File: config.mk
export PLATFORM = sky130hd
export DESIGN_NAME = fetch_pc_unit
export DESIGN_NICKNAME = d
export VERILOG_FILES = /design/src/rtl/fetch_pc_unit.sv
export SDC_FILE = /design/constraint.sdc
export NUM_CORES = 1
export LEC_CHECK = 0
export ABC_AREA = 1
export CAP_MARGIN = 20
export CORE_MARGIN = 3
export CORE_UTILIZATION = 30
export CTS_CLUSTER_DIAMETER = 80
export CTS_CLUSTER_SIZE = 28
export DETAILED_ROUTE_END_ITERATION = 8
export SKIP_CTS_REPAIR_TIMING = 1
export SLEW_MARGIN = 20
export SYNTH_ARGS = -nofsm -noshare
export SYNTH_HDL_FRONTEND = slang
export SYNTH_SLANG_ARGS = --single-unit
File: constraint.sdc
create_clock -name clk -period 2.23 [get_ports clk]
set_input_delay 0.223 -clock clk [delete_from_list [all_inputs] [get_ports clk]]
set_output_delay 0.223 -clock clk [all_outputs]
set_load 0.03 [all_outputs]
File: src/rtl/fetch_pc_unit.sv
// LC-3 program counter and instruction-fetch sequencer.
// Holds the architectural PC, runs MAR/read/IR-latch handshake, and feeds PC+1 back to the PC mux.
module fetch_pc_unit #(
  parameter logic [15:0] RESET_PC = 16'h3000,
  parameter int          TIMEOUT  = 15
) (
  input  logic        clk,
  input  logic        rst,
  input  logic        ld_pc,
  input  logic [15:0] pc_next,
  input  logic        fetch_req,
  input  logic [15:0] mem_rdata,
  input  logic        mem_ready,
  output logic [15:0] pc,
  output logic [15:0] pc_plus1,
  output logic [15:0] mar,
  output logic        mem_oe,
  output logic [15:0] ir,
  output logic        fetch_busy,
  output logic        fetch_done,
  output logic        fetch_err
);

  typedef enum logic [2:0] {
    IDLE  = 3'd0,
    ADDR  = 3'd1,
    READ  = 3'd2,
    LATCH = 3'd3,
    FAULT = 3'd4
  } state_t;

  localparam logic [7:0] CNT_LAST = 8'(TIMEOUT - 1);

  state_t      state_reg, state_next;
  logic [15:0] pc_reg, pc_reg_next;
  logic [15:0] mar_reg, mar_reg_next;
  logic [15:0] ir_reg, ir_reg_next;
  logic [7:0]  cnt_reg, cnt_reg_next;

  always_ff @(posedge clk or posedge rst) begin
    if (rst) begin
      state_reg <= IDLE;
      pc_reg    <= RESET_PC;
      mar_reg   <= 16'h0000;
      ir_reg    <= 16'h0000;
      cnt_reg   <= 8'd0;
    end else begin
      state_reg <= state_next;
      pc_reg    <= pc_reg_next;
      mar_reg   <= mar_reg_next;
      ir_reg    <= ir_reg_next;
      cnt_reg   <= cnt_reg_next;
    end
  end

  always_comb begin
    state_next   = state_reg;
    pc_reg_next  = pc_reg;
    mar_reg_next = mar_reg;
    ir_reg_next  = ir_reg;
    cnt_reg_next = cnt_reg;
    case (state_reg)
      IDLE: begin
        if (ld_pc) pc_reg_next = pc_next;
        // A same-cycle PC load is bypassed straight into MAR.
        if (fetch_req) begin
          mar_reg_next = ld_pc ? pc_next : pc_reg;
          state_next   = ADDR;
        end
      end
      ADDR: begin
        pc_reg_next  = pc_reg + 16'd1;
        cnt_reg_next = 8'd0;
        state_next   = READ;
      end
      READ: begin
        if (mem_ready) begin
          ir_reg_next = mem_rdata;
          state_next  = LATCH;
        end else if (cnt_reg == CNT_LAST) begin
          state_next = FAULT;
        end else begin
          cnt_reg_next = cnt_reg + 8'd1;
        end
      end
      LATCH:   state_next = IDLE;
      FAULT:   state_next = IDLE;
      default: state_next = IDLE;
    endcase
  end

  assign pc         = pc_reg;
  assign pc_plus1   = pc_reg + 16'd1;
  assign mar        = mar_reg;
  assign ir         = ir_reg;
  assign mem_oe     = (state_reg == ADDR) || (state_reg == READ);
  assign fetch_busy = (state_reg != IDLE);
  assign fetch_done = (state_reg == LATCH);
  assign fetch_err  = (state_reg == FAULT);

endmodule

Word level (Yosys, flattened, before mapping)
Cells that the tools add are included.
{"block": "word_totals", "reg_bits": 59, "latch_bits": 0, "ram_bits": 0, "rom_bits": 0, "in_bits": 37, "output_inout_bits": 68, "elab_cells": 34, "n_memories": 0}
{"block": "classes", "add_sub_neg": 2, "multipliers": 0, "n_div": 0, "n_lt_le_gt_ge": 0, "n_eq_ne": 9, "shifts": 0, "n_mux": 9, "n_bitwise": 0, "n_reduce_logical": 9}
{"cell": "$pmux W16 S2", "n": 1}
{"cell": "$add A16 B1 Y16 const B", "n": 1}
{"cell": "$mux W16", "n": 1}
{"cell": "$mux W8", "n": 2}
{"cell": "$pmux W8 S2", "n": 1}
{"cell": "$mux W3", "n": 3}
{"cell": "$pmux W3 S3", "n": 1}
{"cell": "$add A8 B1 Y8 const B", "n": 1}
{"cell": "$eq A8 B4 Y1 const B", "n": 1}
{"cell": "$eq A3 B2 Y1 const B", "n": 2}
{"cell": "$ne A2 B2 Y1 const B", "n": 3}
{"cell": "$reduce_and A2 Y1", "n": 3}
{"cell": "$reduce_bool A2 Y1", "n": 2}
{"cell": "$eq A3 B1 Y1 const B", "n": 1}
{"cell": "$eq A3 B3 Y1 const B", "n": 1}
{"cell": "$logic_not A3 Y1", "n": 1}
{"cell": "$ne A3 B3 Y1 const B", "n": 1}
{"cell": "$reduce_and A3 Y1", "n": 1}
{"cell": "$reduce_bool A3 Y1", "n": 1}
{"cell": "$logic_or A1 B1 Y1", "n": 1}

Depth between registers and ports, before layout
{"block": "logic_depth", "ltp_word": 4, "mapped_depth": 9, "mapped_depth_nobuf": 8}

Worst setup path before layout
OpenSTA, ideal clock, no wires.
{"block": "synth_path", "path_kind": "reg2reg", "from": "register pc_reg[1] (netlist: pc[1])", "to": "register pc_reg[8] (netlist: pc[8])", "setup_time_ns": 0.067, "arrival_time_ns": 1.859, "required_time_ns": 2.163, "path_slack_ns": 0.304, "stages_incl_launch_ff": 8, "path_buffers": 0, "period_less_slack_ns": 1.926, "cell_sequence": "dfrtp_1 > ha_1 > nand3_1 > inv_1 > nand2_1 > xnor2_1 > nand2_1 > nand2_1"}
{"block": "synth_via", "elab_chain_cells": 2}
{"item": "start, declared", "line_no": "35", "rtl": "logic [15:0] pc_reg, pc_reg_next;"}
{"item": "start signal, assigned", "line_no": "49", "rtl": "pc_reg <= pc_reg_next;"}
{"item": "$add A16 B1 Y16"}
{"item": "net pc_plus1[8]", "line_no": "15", "rtl": "output logic [15:0] pc_plus1,"}
{"item": "$pmux W16 S2", "line_no": "62", "rtl": "case (state_reg)"}
The timed path passes the listed nets, and every way through them passes these cells.
A chain may end at the register's enable or synchronous reset.

Worst setup path in the final report
{"block": "layout_path", "from": "register state_reg[1]", "to": "output port fetch_busy"}
{"block": "layout_via", "elab_chain_cells": 1}
{"item": "start, declared", "line_no": "34", "rtl": "state_t state_reg, state_next;"}
{"item": "start signal, assigned", "line_no": "48", "rtl": "state_reg <= state_next;"}
{"item": "$reduce_bool A3 Y1", "line_no": "97", "rtl": "assign fetch_busy = (state_reg != IDLE);"}
{"item": "end, declared", "line_no": "19", "rtl": "output logic fetch_busy,"}
No other way between the ends.

==> results <==
- The synthesized design contains a little under 60 register bits.
- After floorplanning, the core was sized to cover roughly 0.010 mm2.
- The run finished with clean final reports.
- The routed layout has 2952 vias.
- The initial core utilization is 0.3107.
- The finished layout holds between 600 and 700 standard cells, fillers aside.
- The final setup violation count is 0.
- Of the post-synthesis cell area, the part taken by muxes is 0.06835.
- The cell leakage power is about 2.2 nW.
- The number of antenna violations at the first check in global routing is 0.
- The number of I/O pins is 105.
- After synthesis the cells add up to ~0.0032 mm2.
- The placement row count is 37.
- In this run the worst hold path is classified as in -> async.
- The worst slew slack as a fraction of its limit is 0.7076.
- The clock buffer count from CTS is 9.
- The total count of hold-check failures in the final report came to 0.
- The storage element area is roughly 0.0015 mm2.
- VDD sags by at most 0.8874 mV.
- After detailed routing, the number of remaining DRC violations is 0.
- In this run the vertical extent of the chip is 109.6 um.
- Clock-pin slew was measured on the worst setup and hold paths at 70 ps.
- The largest driver fanout on the critical path is 15.
- The congestion estimate from routability-driven global placement came to 0.8468.
- Across the run, the number of max-cap violations was 0.
- The number of cells after detailed placement is between 600 and 700.
- Of the cells placed in the final design, the portion with a size suffix greater than 1 is 0.1201.
- Of the post-synthesis cell area, the dominant cell type holds 0.4427.
- The filler cells instantiated in the layout total about 1.0k.
- The TritonCTS clock tree is yes.
- The mean instance size in the synthesized netlist is roughly 8.2 um2.
- The clock root buffer master is clkbuf_8.
- The clock tree buffer depth is 2.
- In the final layout, the multi-input gates occupy around 0.0015 mm2.
- The deepest level of the CTS H-tree is 3.
- The tightest hold margin is ~260 ps.
- The fraction of the yosys area taken by sequential cells is 0.4590.
- Ranked by total cell area, the synthesized netlist is headed by dfrtp_1 (44%), nand2_1 (14%), nor2_1 (4.9%), inv_1 (4.0%), nand3_1 (3.7%).
- Counting I/O delays and the setup requirement, the final critical path takes 2129 ps.
- Data on the critical path arrives at its endpoint at around 1900 ps.
- In this run the tool buffered the top-level ports with ~100 buffer cells.
- The first global-routing pass estimated around 15000 um of wire.
- In this run the power density over the cells is approximately 1600 mW/mm2.
- Together, buffers and inverters on the worst path number 1.
- Of all cell types, the one taking the most synthesized area is dfrtp_1.
- In the final design database the tool counted roughly 540 nets.
- In the synthesized netlist, the number of instances is slightly below 400.
- The total inserted antenna cells is 0.
- The number of iterations in the first detailed-routing pass is 4.
- The instance area after placement is approximately 0.0044 mm2.
- The worst setup path is captured at a primary output.
- The largest net degree at the start of global routing is 35.
- Setup repair after global routing left no endpoint under its margin.
- The capture instance of the worst register-to-register path is pc[14].
- The area of the die is between 0.01 and 0.015 mm2.
- The number of nets in the synthesized netlist is between 400 and 500.
- In the final routed layout, each cell accounts on average for between 10 and 15 um.
- The completed layout was analyzed and its total power is 7.185 mW.
- STA puts the critical path data required time at between 2000 and 2500 ps.
- The synthesized netlist contains 35 unique library cells.
- The count of antenna-violating nets left after detailed routing is 0.
- The post-synthesis adder-cell area fraction is 0.01165.
- Traced cell by cell, the critical path runs through nor2_4, nand2_4, clkdlybuf4s50_1.
- The number of clock sinks seen by CTS is roughly 60.
- The floorplan step set the die width to about 110 um.
- Among all stages on the critical path, the largest delay is contributed by clkdlybuf4s50_1.
- The final design instance area without fill is about 0.0046 mm2.
- The final layout contains routed wiring with a total length of 9181 um.
- The family with the most delay on the worst path is buffers and inverters.
- The startpoint type of the worst setup path is a flip-flop.
- Yosys printed 0 warnings.
- The slack of the worst reg-to-reg path is around 660 ps.
- The detailed router finished its first iteration with roughly 110 violations.
- After routing, the total negative slack on setup checks comes to 0 ps.
- The worst-case reg-to-reg path depth is 9.
- The final setup skew is between 10 and 15 ps.
- The post-synthesis xor/xnor area fraction is 0.02175.
- In this run the critical register-to-register path is launched from pc[0].
- The number of pins exceeding their max-slew limit in the final report was 0.
- The largest single stage delay on the critical path is between 700 and 800 ps.
- Detailed placement ended at an HPWL of 6880 um.
- The highest attainable clock frequency is ~470 MHz.
- The transition time of the tightest slew-check pin is ~440 ps.
- The clock reaches the later pin of the worst-skew pair after 340 ps.
- The global router's overall resource usage is 0.1593.
- In the routed layout, each cell is associated on average with a via count of 4.584.
- Of the total synthesized cell area, the portion taken by AND, OR, NAND and NOR gates is 0.2854.
- Of the available clock period, the critical path in the final layout requires 0.9547.
- The post-synthesis compound-gate area fraction came to 0.08816.
- The dominant combinational cell family by area after synthesis is simple AND/OR/NAND/NOR gates.
- By startpoint and endpoint, the worst setup path is classified as reg -> out.
- The total overflow left after global routing is 0.
- The area growth from synthesis to layout is 43.46%.
- The via count of the first global-routing pass is a little over 3k.
cells in the mapped netlist (all sizes together):
cell type	count
xor2	5
a22oi	2
or2	1
mux2i	1
o21bai	2
buf	7
ha	3
mux2	16
nand4	3
nand3	25
and2	4
inv	37
clkbuf	3
dfstp	2
o21ai	26
dfrtp	57
xnor2	3
nor3b	2
nor2	47
nand2	126
a21oi	15
o211ai	5
report_power, final:
group,switching [mW],internal [mW]
registers,0.405,1.54
clock network,0.440,0.548
logic,2.58,1.67
total,3.42,3.76
placed cells by master, fill, tap and decap left out, drive strengths merged, types with 4 or more instances in the layout:
cell and count:
nor2 47, inv 38, mux2 16, a21oi 15, dfrtp 57, o211ai 5
nand2 126, xor2 5, dlymetal6s2s 8, and2 4, buf 10, nand3 25
clkbuf 15, clkdlybuf4s50 89, o21ai 26
tightest hold or removal path: stages:
cell             delay, ps
clkdlybuf4s50_1        410
inv_2                   60
buf_4                  310
per-stage QoR:
step | setup WS [ps] | utilization
global route | 1.557 | 0.4457
floorplan | 304.0 | -
detailed placement | 84.89 | 0.4268
CTS | -300.6 | 0.4455
global placement | 109.1 | 0.4268
finish | 101.0 | 0.4457
how the worst max path moves through the flow:
stage	from	endpoint	cells past startpoint
final	state_reg[1]	fetch_busy	3
after global placement	pc[0]	pc_plus1[10]	7
after detailed placement	pc[0]	pc_plus1[10]	7
after global routing	pc[8]	pc_plus1[15]	6
after floorplan	pc[1]	pc[8]	7
after CTS	pc[4]	pc_plus1[11]	6
cells by family (layout without fill, tap and decap cells):
| group | Yosys count | in the layout |
|---|---|---|
| compound gates | 50 | 50 |
| simple gates | 208 | 208 |
| fa+ha+maj | 3 | 3 |
| mux | 17 | 17 |
| xor+xnor | 8 | 8 |
| buf+inv | 47 | 163 |
| flops | 59 | 59 |
per-layer routing:
layer,global-route usage,routed length (um),up-vias
li1,-,-,1481
met1,0.1926,3886,1341
met2,0.2554,4158,119
met3,0.07223,1009,11
met4,0.04630,127,0
met5,0,0,-
layout make-up:
type,count,share of cell area
multi-input combinational,286,0.3319
sequential,59,0.3200
timing repair buffer,110,0.2388
tap,136,0.03682
clock buffer,12,0.03140
inverter,37,0.03059
clock inverter,4,0.01056
No activity file was read; power rests on OpenSTA's default activity.
